File: config.mk
export PLATFORM = sky130hd
export DESIGN_NAME = act_bram_engine
export DESIGN_NICKNAME = d
export VERILOG_FILES = /design/src/rtl/act_bram_engine.sv
export SDC_FILE = /design/constraint.sdc
export NUM_CORES = 1
export LEC_CHECK = 0
export BUFFER_PORTS_ARGS = -buffer_cell sky130_fd_sc_hd__buf_2
export CORE_AREA = 2 2 132 134
export CTS_BUF_LIST = sky130_fd_sc_hd__clkbuf_16
export DETAILED_ROUTE_END_ITERATION = 7
export DIE_AREA = 0 0 134 136
export GPL_TIMING_DRIVEN = 0
export PLACE_DENSITY = 0.42
export SYNTH_ARGS = -nofsm -noshare
export SYNTH_HDL_FRONTEND = slang
export SYNTH_SLANG_ARGS = --single-unit
File: constraint.sdc
create_clock -name clk -period 5.1 [get_ports clk]
set_clock_uncertainty 0.2 [all_clocks]
set_input_delay 1.02 -clock clk [delete_from_list [all_inputs] [get_ports clk]]
set_output_delay 1.02 -clock clk [all_outputs]
set_load 0.05 [all_outputs]
File: src/rtl/act_bram_engine.sv
// act_bram_engine: in-place activation pass over the conv feature-map BRAM.
// Every element is read through port A, run through the selected activation
// and written back through port B at the same address, one element per clock.
// The read side tolerates a BRAM read latency of RD_LATENCY cycles (1..4).
// Optional feature: define ACT_STATS_EN to add the neg_count output, which
// reports how many elements of the last pass were negative.
module act_bram_engine #(
    parameter int DATA_WIDTH = 16,
    parameter int CHANNELS   = 8,
    parameter int IMG_H      = 28,
    parameter int IMG_W      = 28,
    parameter int RD_LATENCY = 1,
    parameter int LEAK_SHIFT = 3,
    localparam int N         = CHANNELS * IMG_H * IMG_W,
    localparam int ADDR_W    = $clog2(N)
) (
    input  logic                         clk,
    input  logic                         reset_n,
    input  logic                         start,
    input  logic [1:0]                   mode,
    input  logic signed [DATA_WIDTH-1:0] clamp_max,
    output logic [ADDR_W-1:0]            conv_r_addr,
    output logic                         conv_r_en,
    input  logic signed [DATA_WIDTH-1:0] conv_r_q,
    output logic [ADDR_W-1:0]            conv_w_addr,
    output logic                         conv_w_en,
    output logic                         conv_w_we,
    output logic signed [DATA_WIDTH-1:0] conv_w_d,
`ifdef ACT_STATS_EN
    output logic [ADDR_W:0]              neg_count,
`endif
    output logic                         busy,
    output logic                         done
);

    typedef enum logic [1:0] {
        IDLE,
        ISSUE,
        DRAIN,
        FINISH
    } state_t;

    localparam logic [ADDR_W-1:0] LAST_ADDR = ADDR_W'(N - 1);
    localparam logic [ADDR_W-1:0] ADDR_ONE  = ADDR_W'(1);

    state_t                       state;
    logic [1:0]                   mode_q;
    logic signed [DATA_WIDTH-1:0] clamp_q;

    // Read tracking: one valid bit and address per outstanding BRAM read.
    logic [RD_LATENCY-1:0]        rd_vld;
    logic [ADDR_W-1:0]            rd_adr [RD_LATENCY];

    // The oldest tracking slot lines up with the cycle conv_r_q carries its data.
    logic                         rd_ret;
    logic [ADDR_W-1:0]            rd_ret_adr;

    assign rd_ret     = rd_vld[RD_LATENCY-1];
    assign rd_ret_adr = rd_adr[RD_LATENCY-1];

    // Activation of one element. A negative clamp bound forces every clamped
    // output to zero, so it is tested before the upper-bound comparison.
    function automatic logic signed [DATA_WIDTH-1:0] activate(
        input logic signed [DATA_WIDTH-1:0] v,
        input logic [1:0]                   m,
        input logic signed [DATA_WIDTH-1:0] cmax
    );
        logic signed [DATA_WIDTH-1:0] r;
        r = v;
        case (m)
            2'd0: r = v;
            2'd1: r = v[DATA_WIDTH-1] ? '0 : v;
            2'd2: r = v[DATA_WIDTH-1] ? (v >>> LEAK_SHIFT) : v;
            default: begin
                if (v[DATA_WIDTH-1] || cmax[DATA_WIDTH-1]) begin
                    r = '0;
                end else if (v > cmax) begin
                    r = cmax;
                end else begin
                    r = v;
                end
            end
        endcase
        return r;
    endfunction

    // Control FSM: accepts start, walks the read address, waits for the last write, pulses done.
    always_ff @(posedge clk or negedge reset_n) begin
        if (!reset_n) begin
            state       <= IDLE;
            mode_q      <= '0;
            clamp_q     <= '0;
            conv_r_en   <= 1'b0;
            conv_r_addr <= '0;
            busy        <= 1'b0;
            done        <= 1'b0;
        end else begin
            case (state)
                IDLE: begin
                    done <= 1'b0;
                    if (start) begin
                        state       <= ISSUE;
                        mode_q      <= mode;
                        clamp_q     <= clamp_max;
                        conv_r_en   <= 1'b1;
                        conv_r_addr <= '0;
                        busy        <= 1'b1;
                    end
                end
                ISSUE: begin
                    if (conv_r_addr == LAST_ADDR) begin
                        state       <= DRAIN;
                        conv_r_en   <= 1'b0;
                        conv_r_addr <= '0;
                    end else begin
                        conv_r_addr <= conv_r_addr + ADDR_ONE;
                    end
                end
                DRAIN: begin
                    if (conv_w_en && conv_w_addr == LAST_ADDR) begin
                        state <= FINISH;
                        busy  <= 1'b0;
                        done  <= 1'b1;
                    end
                end
                FINISH: begin
                    state <= IDLE;
                    done  <= 1'b0;
                end
                default: begin
                    state     <= IDLE;
                    conv_r_en <= 1'b0;
                    busy      <= 1'b0;
                    done      <= 1'b0;
                end
            endcase
        end
    end

    // Shift each issued read down the tracking line until its data returns.
    always_ff @(posedge clk or negedge reset_n) begin
        if (!reset_n) begin
            rd_vld <= '0;
            for (int k = 0; k < RD_LATENCY; k++) begin
                rd_adr[k] <= '0;
            end
        end else begin
            rd_vld[0] <= conv_r_en;
            rd_adr[0] <= conv_r_addr;
            for (int k = 1; k < RD_LATENCY; k++) begin
                rd_vld[k] <= rd_vld[k-1];
                rd_adr[k] <= rd_adr[k-1];
            end
        end
    end

    // Capture returning data, apply the latched activation and drive the write port.
    always_ff @(posedge clk or negedge reset_n) begin
        if (!reset_n) begin
            conv_w_en   <= 1'b0;
            conv_w_we   <= 1'b0;
            conv_w_addr <= '0;
            conv_w_d    <= '0;
        end else begin
            conv_w_en <= rd_ret;
            conv_w_we <= rd_ret;
            if (rd_ret) begin
                conv_w_addr <= rd_ret_adr;
                conv_w_d    <= activate(conv_r_q, mode_q, clamp_q);
            end
        end
    end

`ifdef ACT_STATS_EN
    localparam logic [ADDR_W:0] CNT_ONE = (ADDR_W + 1)'(1);

    // Count negative inputs of the current pass, independent of the activation mode.
    always_ff @(posedge clk or negedge reset_n) begin
        if (!reset_n) begin
            neg_count <= '0;
        end else if (state == IDLE && start) begin
            neg_count <= '0;
        end else if (rd_ret && conv_r_q[DATA_WIDTH-1]) begin
            neg_count <= neg_count + CNT_ONE;
        end
    end
`endif

endmodule
==> results of run 1 <==
## metal layers
layer | wire length, µm | vias up | share of wire, %
met2 | 5800 | 93 | 49
li1 | - | 1621 | -
met5 | 13 | - | 0.11
met4 | 109 | 2 | 0.93
met1 | 4990 | 1669 | 42
met3 | 856 | 10 | 7.3
## logic make-up after synthesis
family	count (synthesis)
AO/OA/AOI/OAI	101
XOR/XNOR	6
adder cells (fa/ha/maj)	22
buffers and inverters	46
flip-flops	80
multiplexers	36
AND/OR/NAND/NOR	100
## power groups by stage
stage / clock network (µW) / registers [µW] / logic [µW]
floorplan: 0 / 683 / 35.1
global placement: 0 / 660 / 112
detailed placement: 0 / 660 / 115
CTS: 725 / 648 / 115
global route: 750 / 649 / 126
finish: 696 / 649 / 113
## metrics by stage
step / cells / util (%) / cell area (µm²) / setup WS [ns] / hold slack [ns]
6_report: 715 / 30.7 / 5180 / 1.90 / 0.242
3_5_place_dp: 700 / 28.8 / 4860 / 1.55 / 0.240
2_1_floorplan: 391 / - / 4140 / 2.03 / 0.189
3_3_place_gp: 699 / 28.6 / 4830 / 1.54 / 0.232
4_1_cts: 715 / 30.7 / 5180 / 1.91 / 0.256
5_1_grt: 715 / 30.7 / 5180 / 1.73 / 0.261
## layout by cell type, fill, tap and decap left out, drive strengths merged, types with 3 or more instances in the layout
master   count
buf         89
dfrtp       80
nand2       40
o211ai      34
mux2        34
o21ai       27
clkbuf      27
inv         24
ha          22
nand3       19
nor2        16
o2111ai     15
a21oi        9
nand2b       5
a21o         4
nand4        4
and3         4
nand4b       3
nor2b        3
xor2         3
xnor2        3
## worst paths after layout
check | to | slack [ns] | depth (start not counted)
hold reg to reg | rd_ret | 0.24 | 0
max in group asynchronous | clamp_q[14] | 3.66 | 2
hold / removal | rd_ret | 0.24 | 0
min in group asynchronous | conv_w_d[5] | 0.45 | 1
setup reg to reg | conv_w_d[8] | 2.74 | 8
setup / recovery | conv_w_d[8] | 1.90 | 9
## sequential cells by signal (all words and copies together), names as in the netlist
signal and count:
conv_w_d 16, conv_w_we 1, done 1, busy 1, mode_q 2, conv_w_addr 13
rd_adr 13, clamp_q 16, state 2, conv_r_addr 13, rd_ret 1, conv_r_en 1
## worst register-to-register path, cell delays in order, from the launching register on
cell	delay, ns
dfrtp_1	0.38
inv_1	0.05
ha_1	0.28
nor2b_1	0.13
o211ai_1	0.11
a2111o_1	0.41
a31oi_4	0.23
buf_2	0.29
o211ai_1	0.14
## area by class of cell
class                   count  area [µm²]
fillers                  1813       11700
flip-flops and latches     80        2000
multi-input cells         265        1940
repair buffers             84         445
well taps                 225         282
clock buffers               9         225
plain buffers              23         108
clock inverters             6        93.8
inverters                  23        86.3
==> reports/qor.txt, run 1 <==
status = completed
TritonCTS Buffers = 9
met2 GRT Util = 23.2%
NetSw = 351 µW
asr flop ratio synth = 100%
area fraction of the dominant cell type after synthesis = 48.4%
share of total power in combinational logic = 7.7%
H-tree levels = 3
Tot Pwr = 1460 µW
final net count = 545
Final Hold Viols = 0
Critical path origin = conv_r_q[15]
Critical Path Slowest Stage Cell = a2111o_1
HP Start = conv_r_en
CTS sink cnt = 80
post-CTS setup buffers = 0
Synth Area in Simple Gates = 11.4%
IO Pins = 84
Area growth syn-to-layout = 25.3%
min-delay worst type = flip-flop to flip-flop
layout cells sized above 1 = 28.4%
WP data required = 5.11 ns
RSZ-0062 raised after global routing = false
total routed wirelength = 11.8 mm
vias in the first global route = 3,476
top-count cell post-synth = dfrtp_1
total global routing overflow = 0
most used cell, CP = buf_2
PwrDens = 281 nW/µm²
critical setup path kind = input pin to flip-flop
Seq pwr share = 44.5%
via count = 3,395
worst-skew pair later-pin latency = 0.34 ns
Synthesized Nets = 450
CTS Root Cell = clkbuf_16
yosys warns = 0
wire per inst = 16.5 µm
Hold-fix buffers, CTS = 0
Switching Fraction = 24.1%
Fmax achieved = 313 MHz
first-pass GRT wire length = 19.2 mm
Max stage delay on crit path = 0.37 ns
initial antenna violation count = 1
layer with the highest usage = met2
portion of netlist area occupied by mux cells = 9.74%
relative slew slack = 55.1%
met1 Usage GRT = 16.8%
All-Layer GR Usage = 13.8%
period utilization = 62.7%
ant diodes = 0
Post-synth EDFFs = 0
crit-path cells = buf_2 -> clkbuf_1 -> inv_1 -> ha_1 -> nand4b_1 -> a2111o_1 -> a31oi_4 -> buf_2 -> o211ai_1
Post-DP HPWL = 8.84 mm
Post-DRT Antenna Nets = 0
largest family of logic cells by synthesized area = compound AO/OA/AOI/OAI gates
WP data arrival = 3.21 ns
Crit. End Element = flip-flop
pin count of the biggest net entering global routing = 45
Power Internal = 1110 µW
CTS tree = yes
VDD IR max = 0.148 mV
# Max-Cap Violations = 0
Slew Limit Fails = 0
clock transition at the registers of the reported paths = 0.06 ns
Top FF cell, synth = dfrtp_1
sequential-to-total area share from yosys stat = 48.4%
P_leak = 0.00238 µW
initial core utilization = 24.5%
critical path startpoint category = input pin
post-synthesis compound-gate area fraction = 17.8%
CP max FO = 10
mapped cell area = 4140 µm²
die span in y = 136 µm
WP buf/inv = 4
reg2reg start = clamp_q[1]
Total Neg Setup Slack = 0 ns
commonest cells in the netlist = dfrtp_1, nand2_1, o211ai_1
post-synth cell types = 42
Port Buffers = 83
CTS Buffer Depth = 2
Floorplan Core Area = 16,900 µm²
DR pass1 iterations = 4
site row count = 48
clock share of power = 47.8%
Post-CTS Resized = 0
DR iter-0 viols = 177
Synth Instances = 391
xor-xnor portion of the synthesized cell area = 1.27%
Worst-Margin Slew = 0.673 ns
cell taking the most area after synthesis = dfrtp_1
Die Area = 18,200 µm²
met3 GRT Util = 3.84%
Setup violations, final = 0
crit path time final = 3.20 ns
DRC errors left = 0
Worst path top cell family by delay = buffers and inverters
adder-cell share of the synthesized area = 6.66%
routed vias/inst = 4.75
Die Wd = 134 µm
synth top area cells = dfrtp_1, mux2_2, ha_1
gp weighted congestion = 0.800
FF+latch count, synth = 80
syn avg cell area = 10.6 µm²
(Power assumes the default switching activity.)
==> run 2, diff against run 1 <==
--- a/config.mk
+++ b/config.mk
@@ -11,7 +11,7 @@
 export DETAILED_ROUTE_END_ITERATION = 7
 export DIE_AREA = 0 0 134 136
 export GPL_TIMING_DRIVEN = 0
-export PLACE_DENSITY = 0.42
+export PLACE_DENSITY = 0.44
 export SYNTH_ARGS = -nofsm -noshare
 export SYNTH_HDL_FRONTEND = slang
 export SYNTH_SLANG_ARGS = --single-unit
==> constraint.sdc (replaced) <==
create_clock -name clk -period 2.6 [get_ports clk]
set_clock_uncertainty 0.2 [all_clocks]
set_input_delay 0.52 -clock clk [delete_from_list [all_inputs] [get_ports clk]]
set_output_delay 0.52 -clock clk [all_outputs]
set_load 0.05 [all_outputs]
==> run 2 against run 1 <==
Via count increased by 2.8%. Register-to-register slack lost 2.5 ns. Critical path depth fell by 1. Largest cell class unchanged. Highest routed layer unchanged.
==> reports/qor.txt, run 2 (synthesis results as in run 1) <==
Setup violations, final = 0 (unchanged)
initial antenna violation count = 1 (unchanged)
relative slew slack = 54.8% (-0.35 points)
WP data required = 2.61 ns (-2.50 ns)
Hold EP = clamp_q[9]
site row count = 48 (unchanged)
Design Area, Final = 5220 µm² (+0.65%)
Total Neg Setup Slack = 0 ns (unchanged)
r2r setup slk = 0.20 ns (-2.54 ns)
reg2reg path depth = 7 (-1)
period utilization = 95.5%
Port Buffers = 83 (unchanged)
final net count = 545 (unchanged)
DR pass1 iterations = 4 (unchanged)
DRC errors left = 0 (unchanged)
total global routing overflow = 0 (unchanged)
Placement Cell Area = 4860 µm² (unchanged)
Post-DRT Antenna Nets = 0 (unchanged)
reg2reg start = clamp_q[15]
clock transition at the registers of the reported paths = 0.06 ns (about the same)
Largest regs = clamp_q x16, conv_w_d x16
routed vias/inst = 4.88 (+2.8%)
die span in y = 136 µm (unchanged)
P_leak = 0.00239 µW (+0.57%)
Die Wd = 134 µm (unchanged)
Die Area = 18,200 µm² (unchanged)
All-Layer GR Usage = 13.9% (+0.14 points)
CTS Buffer Depth = 2 (unchanged)
initial core utilization = 24.5% (unchanged)
DR iter-0 viols = 169 (-4.5%)
CTS sink cnt = 80 (unchanged)
critical setup path kind = input pin to flip-flop
Floorplan Core Area = 16,900 µm² (unchanged)
wire per inst = 16.7 µm (+1.3%)
total routed wirelength = 11.9 mm (+1.3%)
critical path startpoint category = input pin
Post-DP HPWL = 8.96 mm (+1.3%)
PwrDens = 568 nW/µm² (+100%)
Fmax achieved = 403 MHz
CTS tree = yes
IO Pins = 84 (unchanged)
min-delay worst type = input pin to flip-flop
via count = 3,490 (+2.8%)
r2r endpoint = conv_w_d[10]
hold path cells = 2 (+2)
H-tree levels = 3 (unchanged)
Slew Limit Fails = 0 (unchanged)
Area growth syn-to-layout = 26.1%
commonest non-fill, non-tap cell in the layout = buf_2
TritonCTS Buffers = 9 (unchanged)
Crit. End Element = flip-flop
most frequent cells in the layout = buf_2, dfrtp_1, nand2_1, o211ai_1, mux2_2
VDD IR max = 0.280 mV (+89%)
CP max FO = 10 (unchanged)
WP data arrival = 2.49 ns (-0.72 ns)
CTS Root Cell = clkbuf_16
utilization after layout = 30.9% (+0.20 points)
first-pass GRT wire length = 19.5 mm (+1.6%)
vias in the first global route = 3,746 (+7.8%)
gp weighted congestion = 0.800 (about the same)
Final Hold Viols = 0 (unchanged)
Worst-Margin Slew = 0.678 ns (+0.00530 ns)
# Max-Cap Violations = 0 (unchanged)
RSZ-0062 raised after global routing = false
Hold WS = 0.199 ns (-0.0432 ns)
layout cells sized above 1 = 28.6% (+0.20 points)
worst-skew pair later-pin latency = 0.35 ns (about the same)
ant diodes = 0 (unchanged)
HP Start = clamp_max[9]
crit path time final = 2.48 ns
pin count of the biggest net entering global routing = 62 (+38%)
status = completed
[run 2: how the worst max path moves through the flow]
stage	start	end	slack (ns)	cells past startpoint
after floorplan	conv_r_q[15]	conv_w_d[10]	0.03	8
after global placement	conv_r_q[15]	conv_w_d[0]	-0.47	9
after detailed placement	conv_r_q[15]	conv_w_d[10]	-0.48	9
after CTS	conv_r_q[15]	conv_w_d[10]	0.14	8
after global routing	conv_r_q[15]	conv_w_d[8]	0.004	9
final	conv_r_q[15]	conv_w_d[10]	0.12	8
[run 2: per-layer routing]
metal	part of all wire, %	track usage (%)	vias to the layer above
met2	48	23.0	107
met4	2.8	5.56	2
li1	-	-	1632
met1	43	16.7	1718
met3	6.6	4.66	31
met5	0.11	0	-
[run 2: report_power, final]
part / total (µW) / switching [µW] / internal (µW)
sequential: 1270 / 13.4 / 1260
combinational: 225 / 153 / 72.2
clock: 1470 / 529 / 939
total: 2960 / 694 / 2270
[run 2: final cells by class]
cell class,count,area (µm²)
plain buffers,22,104
clock buffers,9,225
clock inverters,6,115
fillers,1793,11700
inverters,23,86.3
multi-input cells,265,1950
flip-flops and latches,80,2000
well taps,225,282
repair buffers,85,455
[run 2: worst max-delay path, stage by stage]
cell      delay, ns
buf_2          0.19
inv_1          0.09
ha_1           0.34
nand4b_1       0.29
a2111o_1       0.38
a31oi_4        0.23
buf_2          0.29
o211ai_1       0.14
[run 2: stage by stage]
| step | std cells | setup slack, ns | power [µW] |
|---|---|---|---|
| after global routing | 715 | 0.00444 | 3100 |
| after CTS | 715 | 0.141 | 3020 |
| after global placement | 699 | -0.470 | 1510 |
| after floorplan | 391 | 0.0332 | 1410 |
| after detailed placement | 700 | -0.479 | 1520 |
| final | 715 | 0.118 | 2960 |
[run 2: repair_timing]
action                                  in CTS  in global routing
hold endpoints to repair                    19                  0
endpoints found under the setup margin      15                  1
hold buffers                                 1                  0
setup buffers                                0                  0
resized for setup                            0                  1
